### config.mk
export PLATFORM = sky130hd
export DESIGN_NAME = vga_sync
export DESIGN_NICKNAME = d
export VERILOG_FILES = /design/src/rtl/vga_sync.sv
export SDC_FILE = /design/constraint.sdc
export NUM_CORES = 1
export LEC_CHECK = 0
export CAP_MARGIN = 20
export CORE_MARGIN = 1
export CORE_UTILIZATION = 35
export CTS_BUF_LIST = sky130_fd_sc_hd__clkbuf_4 sky130_fd_sc_hd__clkbuf_8 sky130_fd_sc_hd__clkbuf_16
export DETAILED_ROUTE_END_ITERATION = 10
export PLACE_DENSITY_LB_ADDON = 0.3
export SLEW_MARGIN = 15
export SYNTH_ARGS = -nofsm -noshare
export SYNTH_HDL_FRONTEND = slang
export SYNTH_SLANG_ARGS = --single-unit
### constraint.sdc
create_clock -name clk -period 6.4 [get_ports clk]
set_input_delay 0.64 -clock clk [delete_from_list [all_inputs] [get_ports clk]]
set_output_delay 0.64 -clock clk [all_outputs]
set_load 0.005 [all_outputs]
### src/rtl/vga_sync.sv
// VGA timing generator: pixel/line counters with registered sync, blanking and frame strobe.
// Define VGA_FRAME_CNT_EN to add an 8-bit wrapping frame counter output (frame_cnt).
module vga_sync #(
  parameter int unsigned H_ACTIVE = 640,
  parameter int unsigned H_FRONT  = 16,
  parameter int unsigned H_SYNC   = 96,
  parameter int unsigned H_BACK   = 48,
  parameter int unsigned V_ACTIVE = 480,
  parameter int unsigned V_FRONT  = 10,
  parameter int unsigned V_SYNC   = 2,
  parameter int unsigned V_BACK   = 33,
  parameter bit          SYNC_POL = 1'b0
) (
  input  logic       clk,
  input  logic       clr,
  input  logic       px_ce,
  output logic [9:0] x_px,
  output logic [9:0] y_px,
  output logic       hsync,
  output logic       vsync,
  output logic       activevideo,
  output logic       frame_end
`ifdef VGA_FRAME_CNT_EN
  ,
  output logic [7:0] frame_cnt
`endif
);

  localparam int unsigned H_TOTAL = H_ACTIVE + H_FRONT + H_SYNC + H_BACK;
  localparam int unsigned V_TOTAL = V_ACTIVE + V_FRONT + V_SYNC + V_BACK;

  localparam logic [9:0] H_MAX    = 10'(H_TOTAL - 1);
  localparam logic [9:0] V_MAX    = 10'(V_TOTAL - 1);
  localparam logic [9:0] H_VIS    = 10'(H_ACTIVE);
  localparam logic [9:0] V_VIS    = 10'(V_ACTIVE);
  localparam logic [9:0] HS_START = 10'(H_ACTIVE + H_FRONT);
  localparam logic [9:0] HS_END   = 10'(H_ACTIVE + H_FRONT + H_SYNC);
  localparam logic [9:0] VS_START = 10'(V_ACTIVE + V_FRONT);
  localparam logic [9:0] VS_END   = 10'(V_ACTIVE + V_FRONT + V_SYNC);

  logic [9:0] x_nxt;
  logic [9:0] y_nxt;
  logic       wrap_frame;

  always_comb begin
    x_nxt      = x_px + 10'd1;
    y_nxt      = y_px;
    wrap_frame = 1'b0;
    if (x_px == H_MAX) begin
      x_nxt = '0;
      if (y_px == V_MAX) begin
        y_nxt      = '0;
        wrap_frame = 1'b1;
      end else begin
        y_nxt = y_px + 10'd1;
      end
    end
  end

  // Decoded outputs are computed from the next counter values so every
  // registered output describes the same (x_px, y_px) as the counters.
  always_ff @(posedge clk) begin
    if (clr) begin
      x_px        <= '0;
      y_px        <= '0;
      hsync       <= ~SYNC_POL;
      vsync       <= ~SYNC_POL;
      activevideo <= 1'b1;
      frame_end   <= 1'b0;
    end else if (px_ce) begin
      x_px        <= x_nxt;
      y_px        <= y_nxt;
      hsync       <= (x_nxt >= HS_START && x_nxt < HS_END) ? SYNC_POL : ~SYNC_POL;
      vsync       <= (y_nxt >= VS_START && y_nxt < VS_END) ? SYNC_POL : ~SYNC_POL;
      activevideo <= (x_nxt < H_VIS) && (y_nxt < V_VIS);
      frame_end   <= wrap_frame;
    end else begin
      frame_end   <= 1'b0;
    end
  end

`ifdef VGA_FRAME_CNT_EN
  always_ff @(posedge clk) begin
    if (clr) begin
      frame_cnt <= '0;
    end else if (px_ce && wrap_frame) begin
      frame_cnt <= frame_cnt + 8'd1;
    end
  end
`endif

endmodule
Word level (Yosys, flattened, before mapping)
Index checks and enable logic that the tools add are counted.

Register bits: 24. Input bits: 3. Logic and storage cells: 28.

Add/subtract/negate cells: 2. Reduce and logical (&&, ||, !) cells: 4. Bitwise gates (word level): 2. Mux-type cells: 6. $lt $le $gt $ge: 6. Equal/unequal tests: 2.

Operators with widths (count): two-way mux 10 bit (3); adder 10 x 1 -> 10 bit, second input constant (2); equality test 10 bit, second input constant (2); less-than comparator 10 bit, second input constant (2); less-than comparator 10 x 9 -> 1 bit, second input constant (2); greater-or-equal comparator 10 bit, second input constant (1); greater-or-equal comparator 10 x 9 -> 1 bit, second input constant (1); logical AND 1 bit (3); two-way mux 1 bit (3); OR reduction 3 bit (1); NOT 1 bit (2).

Depth between registers and ports, before layout
Depth after elaboration: 6. Depth in mapped cells: 9. Gate-level depth less buffers: 7.

Worst setup path before layout
No wires, ideal clock.

Path kind: register to register. From: reg x_px[0]. To: reg vsync. Arrival: 1.926 ns. Setup slack: 4.342 ns. Cell stages (with the launch flop): 10. Cell sequence: dfxtp_1 -> ha_1 -> and4_1 -> buf_4 -> and3_1 -> buf_6 -> nand2_1 -> or4_1 -> a22oi_1 -> a31oi_1.

Longest elaborated chain between the ends: 5. Elaborated cells on any way between the ends: 6. Those cells by class: 2 x order compare; 1 x eq/ne; 2 x mux; 1 x reduce/logical.

RTL lines: start: declaration (RTL line 17) `output logic [9:0] x_px,`; start signal: assignment (RTL line 71) `x_px <= x_nxt;`; equality test 10 bit * (RTL line 49) `if (x_px == H_MAX) begin`; two-way mux 10 bit * (RTL line 49); greater-or-equal comparator 10 x 9 -> 1 bit / less-than comparator 10 x 9 -> 1 bit (equally long branches) (RTL line 74) `vsync <= (y_nxt >= VS_START && y_nxt < VS_END) ? SYNC_POL : ~SYNC_POL;`; logical AND 1 bit * (RTL line 74); two-way mux 1 bit * (RTL line 74); end signal: assignment (RTL line 67) `vsync <= ~SYNC_POL;`; end signal: assignment (RTL line 74); end: declaration (RTL line 20) `output logic vsync,`.

Mark *: on every way between the ends. The rest lies on a longest branch, timed or not. A chain may end at the register's enable or synchronous reset.

==> metrics.md <==
| Metric | Value |
|---|---|
| NetSw | 58.7 uW |
| Slowest stage delay, CP | 0.83 ns |
| Slew Limit Headroom | 34.7% |
| Initial antenna violation count | 0 |
| WL final | 3.44 mm |
| RSZ-0062 raised after global routing | no |
| Vias in the first global route | 1,250 |
| Area Growth Syn to Fin | 19.5% |
| Rows | 23 |
| H-tree depth reported by CTS | 1 |
| Startpoint Class | input port |
| CTS buffer count | 3 |
| Final Hold Viols | 0 |
| First-pass GRT wire length | 5.79 mm |
| Die Area | 4570 sq um |
| Worst-path fanout max | 15 |
| Syn Area/Cell | 7.54 sq um |
| Crit path time final | 2.51 ns |
| Fill cell count | 422 |
| PwrDens | 150 nW/um^2 |
| Total power | 270 uW |
| Fmax achieved | 0.398 GHz |
| Register Area | 480 sq um |
| Ys flop type | dfxtp_1 |
| Cell family with most CP delay | buffers and inverters |
| Levels on crit path | 6 |
| Port Buffer Count | 26 |
| GRT overflow | 0 |
| Sw Ratio | 21.8% |
| Tcrit/Tclk final | 39.3% |
| Sequential power share | 56.5% |
| Gpl congestion | 0.850 |
| Worst endpoint required time | 6.55 ns |
| Metal3 WL | 117 um |
| CP max stage cell | clkdlybuf4s50_1 |
| WHS Path Cells | 2 |
| Post-CTS Hold Buffers | 0 |
| Setup crit end kind | flop |
| Seq cells post-synth | 24 |
| Routed met1 length | 1.71 mm |
| Mapped cell area | 1510 sq um |
| Clock sink count | 24 |
| Status | finished clean |
| CTS tree | yes |
| Main area contributors after synthesis | dfxtp_1 (32%), nor2_1 (6.0%), a21oi_1 (5.0%) |
| DRT antenna net count | 0 |
| Routed vias/inst | 5.39 |
| DR top layer | met3 |
| CP Data Arrival Time | 2.66 ns |
| Seq/Total Area, Yosys | 31.9% |
| DIE HEIGHT | 67.6 um |
| Post-CTS sizing | 0 |
| GRT Util Overall | 16.4% |
| Clock share of power | 38.8% |
| DR WL met2 | 1.62 mm |
| Gate power share | 4.7% |
| Clk slew on worst S/H paths | 0.09 ns |
| 1st-iter DRT viols | 102 |
| Commonest cells post-synth | dfxtp_1 (24), nor2_1 (24), nand2_1 (19) |
| VDD IR max | 71.7 uV |
| IO Pins | 27 |
| DR vias | 1,422 |
| Chip Width | 67.6 um |
| Worst Reg-to-Reg Cells | 7 |
| Core ar. | 4060 sq um |
| Clock Path Buffers | 2 |
| Setup TNS | 0 ns |
| Number of synthesized flops with an enable pin | 0 |
| Setup CP Type | in2reg |
| Internal | 211 uW |
| Cells after Synth | 200 |
| CP cell instances | clkdlybuf4s50_1 > and4_1 > o21ai_0 > or3b_1 > a22oi_1 > a31oi_1 |
| Final net count | 222 |
| Cell taking the most area after synthesis | dfxtp_1 |
| Ys Warns | 0 |
| Slew Limit Fails | 0 |
| Root buffer cell | clkbuf_8 |
| Skew final | 0.00885 ns |
| Detailed Routing Iterations Pass 1 | 4 |
| Routed len/inst | 13.0 um |
| Number of library cell types mapped by synthesis | 42 |
| Ys async rst share | 0% |
| Tightest Pin Transition | 0.976 ns |
| Buf+Inv Stages, Crit Path | 1 |
| Initial Utilization | 37.2% |
| Multi-input gate area | 921 sq um |
| Estimated wirelength of the detail-placed design | 2.37 mm |
| Syn Nets | 207 |
| HP Class | reg2reg |
| Setup Buffers After CTS | 0 |
| Detailed-route DRC error count | 0 |
| Ant diodes | 0 |
| Finish-stage setup viols | 0 |
| Layout cell share with drive strength beyond 1 | 3.27% |
| Clock latency on the worst-skew pair | 0.27 ns |
| Largest net degree at the start of global routing | 27 |
| Yosys top cell area share | 31.9% |
| Static leakage | 0.577 nW |
| Max Cap Viol | 0 |
per-stage QoR:
stage | hold slack, ns | cells | cell area [sq um] | worst slack [ns] | utilization [%]
floorplan | 0.473 | 200 | 1510 | 4.34 | -
global placement | 0.479 | 260 | 1750 | 3.68 | 43.0
detailed placement | 0.483 | 260 | 1750 | 3.63 | 43.0
CTS | 0.506 | 264 | 1800 | 3.89 | 44.4
global route | 0.525 | 264 | 1800 | 3.68 | 44.4
finish | 0.502 | 264 | 1800 | 3.89 | 44.4
power groups by stage:
stage / Combinational, mW / Sequential, mW / Clock, mW
6_report: 0.0128 / 0.152 / 0.105
5_1_grt: 0.0142 / 0.153 / 0.112
4_1_cts: 0.0128 / 0.152 / 0.109
3_5_place_dp: 0.0128 / 0.156 / 0
3_3_place_gp: 0.0128 / 0.156 / 0
2_1_floorplan: 0.00743 / 0.156 / 0
cells by family after synthesis:
family	Yosys count	share of synthesized area [%]
simple gates	93	32.5
compound gates	43	16.9
flops	24	31.9
buf+inv	22	7.05
xor+xnor	11	6.39
fa+ha+maj	4	3.32
mux	3	1.99
layout by cell type, fill, tap and decap left out, drive strengths merged, types with 12 or more instances in the layout:
cell type and count:
dfxtp 24, nand2 19, nor3 12, o21ai 14, clkdlybuf4s50 26, nand3 13, nor2 24, a21oi 15
tightest hold or removal path, cell delays in order (launching register included):
cell     delay [ns]
dfxtp_1        0.35
a21oi_1        0.07
o21ai_1        0.06
cell type report:
cell class | instances | share of cell area, %
tap | 50 | 3.47
clock buffer | 4 | 3.06
inverter | 6 | 1.25
timing repair buffer | 26 | 14.4
sequential | 24 | 26.7
multi-input combinational | 154 | 51.1
metal layers:
metal | vias to the layer above | GRT usage (%)
met2 | 23 | 25.7
met4 | 0 | 4.79
li1 | 737 | -
met1 | 662 | 23.1
met3 | 0 | 2.20
met5 | - | 0
final timing paths:
kind	from	endpoint	slack [ns]
worst max register to register	x_px[0]$_SDFFE_PP0P_	vsync$_SDFFE_PP1P_	3.91
worst min register to register	activevideo$_SDFFE_PP1P_	activevideo$_SDFFE_PP1P_	0.50
worst min-delay path	activevideo$_SDFFE_PP1P_	activevideo$_SDFFE_PP1P_	0.50
worst max-delay path	px_ce	vsync$_SDFFE_PP1P_	3.89
flip-flops by register name, summed over array words and instances (netlist names):
name         count
x_px            10
y_px            10
frame_end        1
vsync            1
activevideo      1
hsync            1
No activity file was read; power rests on OpenSTA's default activity.
==> edit, RTL diff (config.mk and constraints unchanged) <==
Add a define of `VGA_FRAME_CNT_EN`.
--- a/src/rtl/vga_sync.sv
+++ b/src/rtl/vga_sync.sv
@@ -1,4 +1,6 @@
 // VGA timing generator: pixel/line counters with registered sync, blanking and frame strobe.
 // Define VGA_FRAME_CNT_EN to add an 8-bit wrapping frame counter output (frame_cnt).
+`define VGA_FRAME_CNT_EN
+
 module vga_sync #(
   parameter int unsigned H_ACTIVE = 640,
Behaviour (old outputs only; new: frame_cnt): unchanged (equiv_simple and equiv_induct, registers matched by name and starting in step).
==> edit against the original RTL <==
- sequential share of layout area increased by 1.1 points
- area after synthesis up 22%
- power is 44% higher
- sequential cell count up 8
- worst setup slack worse by 180 ps
- hold slack got worse by 24 ps
- register-to-register slack worse by 130 ps
- count of clock-buffer cells in the layout rose by 2
- synthesized cell count is 15% higher
- final area up 28%
- wire length increased by 26%
- non-clock buffer count increased by 9
- global-route usage rose by 0.47 points
- critical endpoint is now frame_cnt[6]
- largest cell class unchanged
- highest routed layer is now met4
==> edit: results <==
export IMPL_outcome="finished clean"
export IMPL_synth_area_leaders="dfxtp_1 35%, nor2_1 8.2%, xnor2_1 4.8%, nand2_1 3.5%, ha_1 3.4%"
export IMPL_drt_wl_total_um=4350
export IMPL_fin_worst_skew_ps=6.91
export IMPL_worstRegToRegCells=6
export IMPL_r2r_slack_ps=3780
export IMPL_worst_pin_slew_ps=766
export IMPL_hpwl_um=3010
export IMPL_globalRouteMet1Util=0.210
export IMPL_clock_latency_ps=290
export IMPL_path_clk_slew_ps=70
export IMPL_grt_first_pass_wirelength_um=7190
export IMPL_drtIter0Drc=59
export IMPL_antennaDiodeCount=0
export IMPL_r2r_start="x_px[0]"
export IMPL_grt_pass1_vias=1572
export IMPL_final_nets=266
export IMPL_drive_gt1_frac=0.0618
export IMPL_reg2reg_to="y_px[7]"
export IMPL_min_to="activevideo"
export IMPL_slowest_delay_ps=960
export IMPL_route_met3_wl_um=190
export IMPL_grt_util_all_layers=0.169
export IMPL_wire_per_inst_um=13.2
export IMPL_synth_cell_types=48
export IMPL_cpMaxStageDelayCell="clkdlybuf4s50_1"
export IMPL_top_layer_used="met4"
export IMPL_cp_endpoint="frame_cnt[6]"
export IMPL_numCtsBuffers=5
export IMPL_gp_congestion=0.843
export IMPL_use_met3=0.0379
export IMPL_met2_usage=0.275
export IMPL_reg_top3="x_px: 10 flops, y_px: 10 flops, frame_cnt: 8 flops"
export IMPL_syn_area_per_cell_um2=8.00
export IMPL_hold_depth=2
export IMPL_min_period_ps=2700
export IMPL_htree_levels=2
export IMPL_synth_common_cells="40 x nor2_1, 32 x dfxtp_1, 17 x nand2_1"
export IMPL_dr_wl_met2_um=1980
export IMPL_yosys_warnings=0
export IMPL_grt_max_degree=34
export IMPL_crit_family="simple AND/OR/NAND/NOR gates"
export IMPL_crit_fanout=19
export IMPL_viasPerCell=5.24
export IMPL_synthArstFlopShare=0
export IMPL_dp_cells=321
export IMPL_post_cts_buffers=0
export IMPL_cts_buffer_depth=2
export IMPL_peakVddDrop_mv=0.0845
export IMPL_dpl_cell_area_mm2=0.00221
export IMPL_seq_area_frac_synth=0.348
export IMPL_post_place_ws_ps=3380
export IMPL_syn_num_nets=238
export IMPL_p_leak_nw=0.808
export IMPL_port_buffers=34
export IMPL_hold_ws_ps=479
export IMPL_met1_length_um=2080
-- edit: cell type report --
class	count	area, µm²
multi-input cells	177	1110
fillers	533	2770
well taps	70	87.6
inverters	7	26.3
clock inverters	2	10.0
flip-flops and latches	32	641
repair buffers	35	348
clock buffers	6	82.6
-- edit: logic make-up after synthesis --
| group | after synthesis | synth area share |
|---|---|---|
| AND/OR/NAND/NOR | 113 | 0.329 |
| AO/OA/AOI/OAI | 38 | 0.137 |
| adder cells (fa/ha/maj) | 5 | 0.0340 |
| buffers and inverters | 21 | 0.0490 |
| XOR/XNOR | 17 | 0.0810 |
| flip-flops | 32 | 0.348 |
| multiplexers | 4 | 0.0218 |
-- edit: tightest hold or removal path: stages (launching register included) --
cell and delay (ps):
dfxtp_1 330, a21oi_1 60, o31ai_1 60
-- edit: power breakdown --
part / internal, mW / switching (mW)
sequential: 0.201 / 0.00339
combinational: 0.00857 / 0.00984
clock: 0.0858 / 0.0784
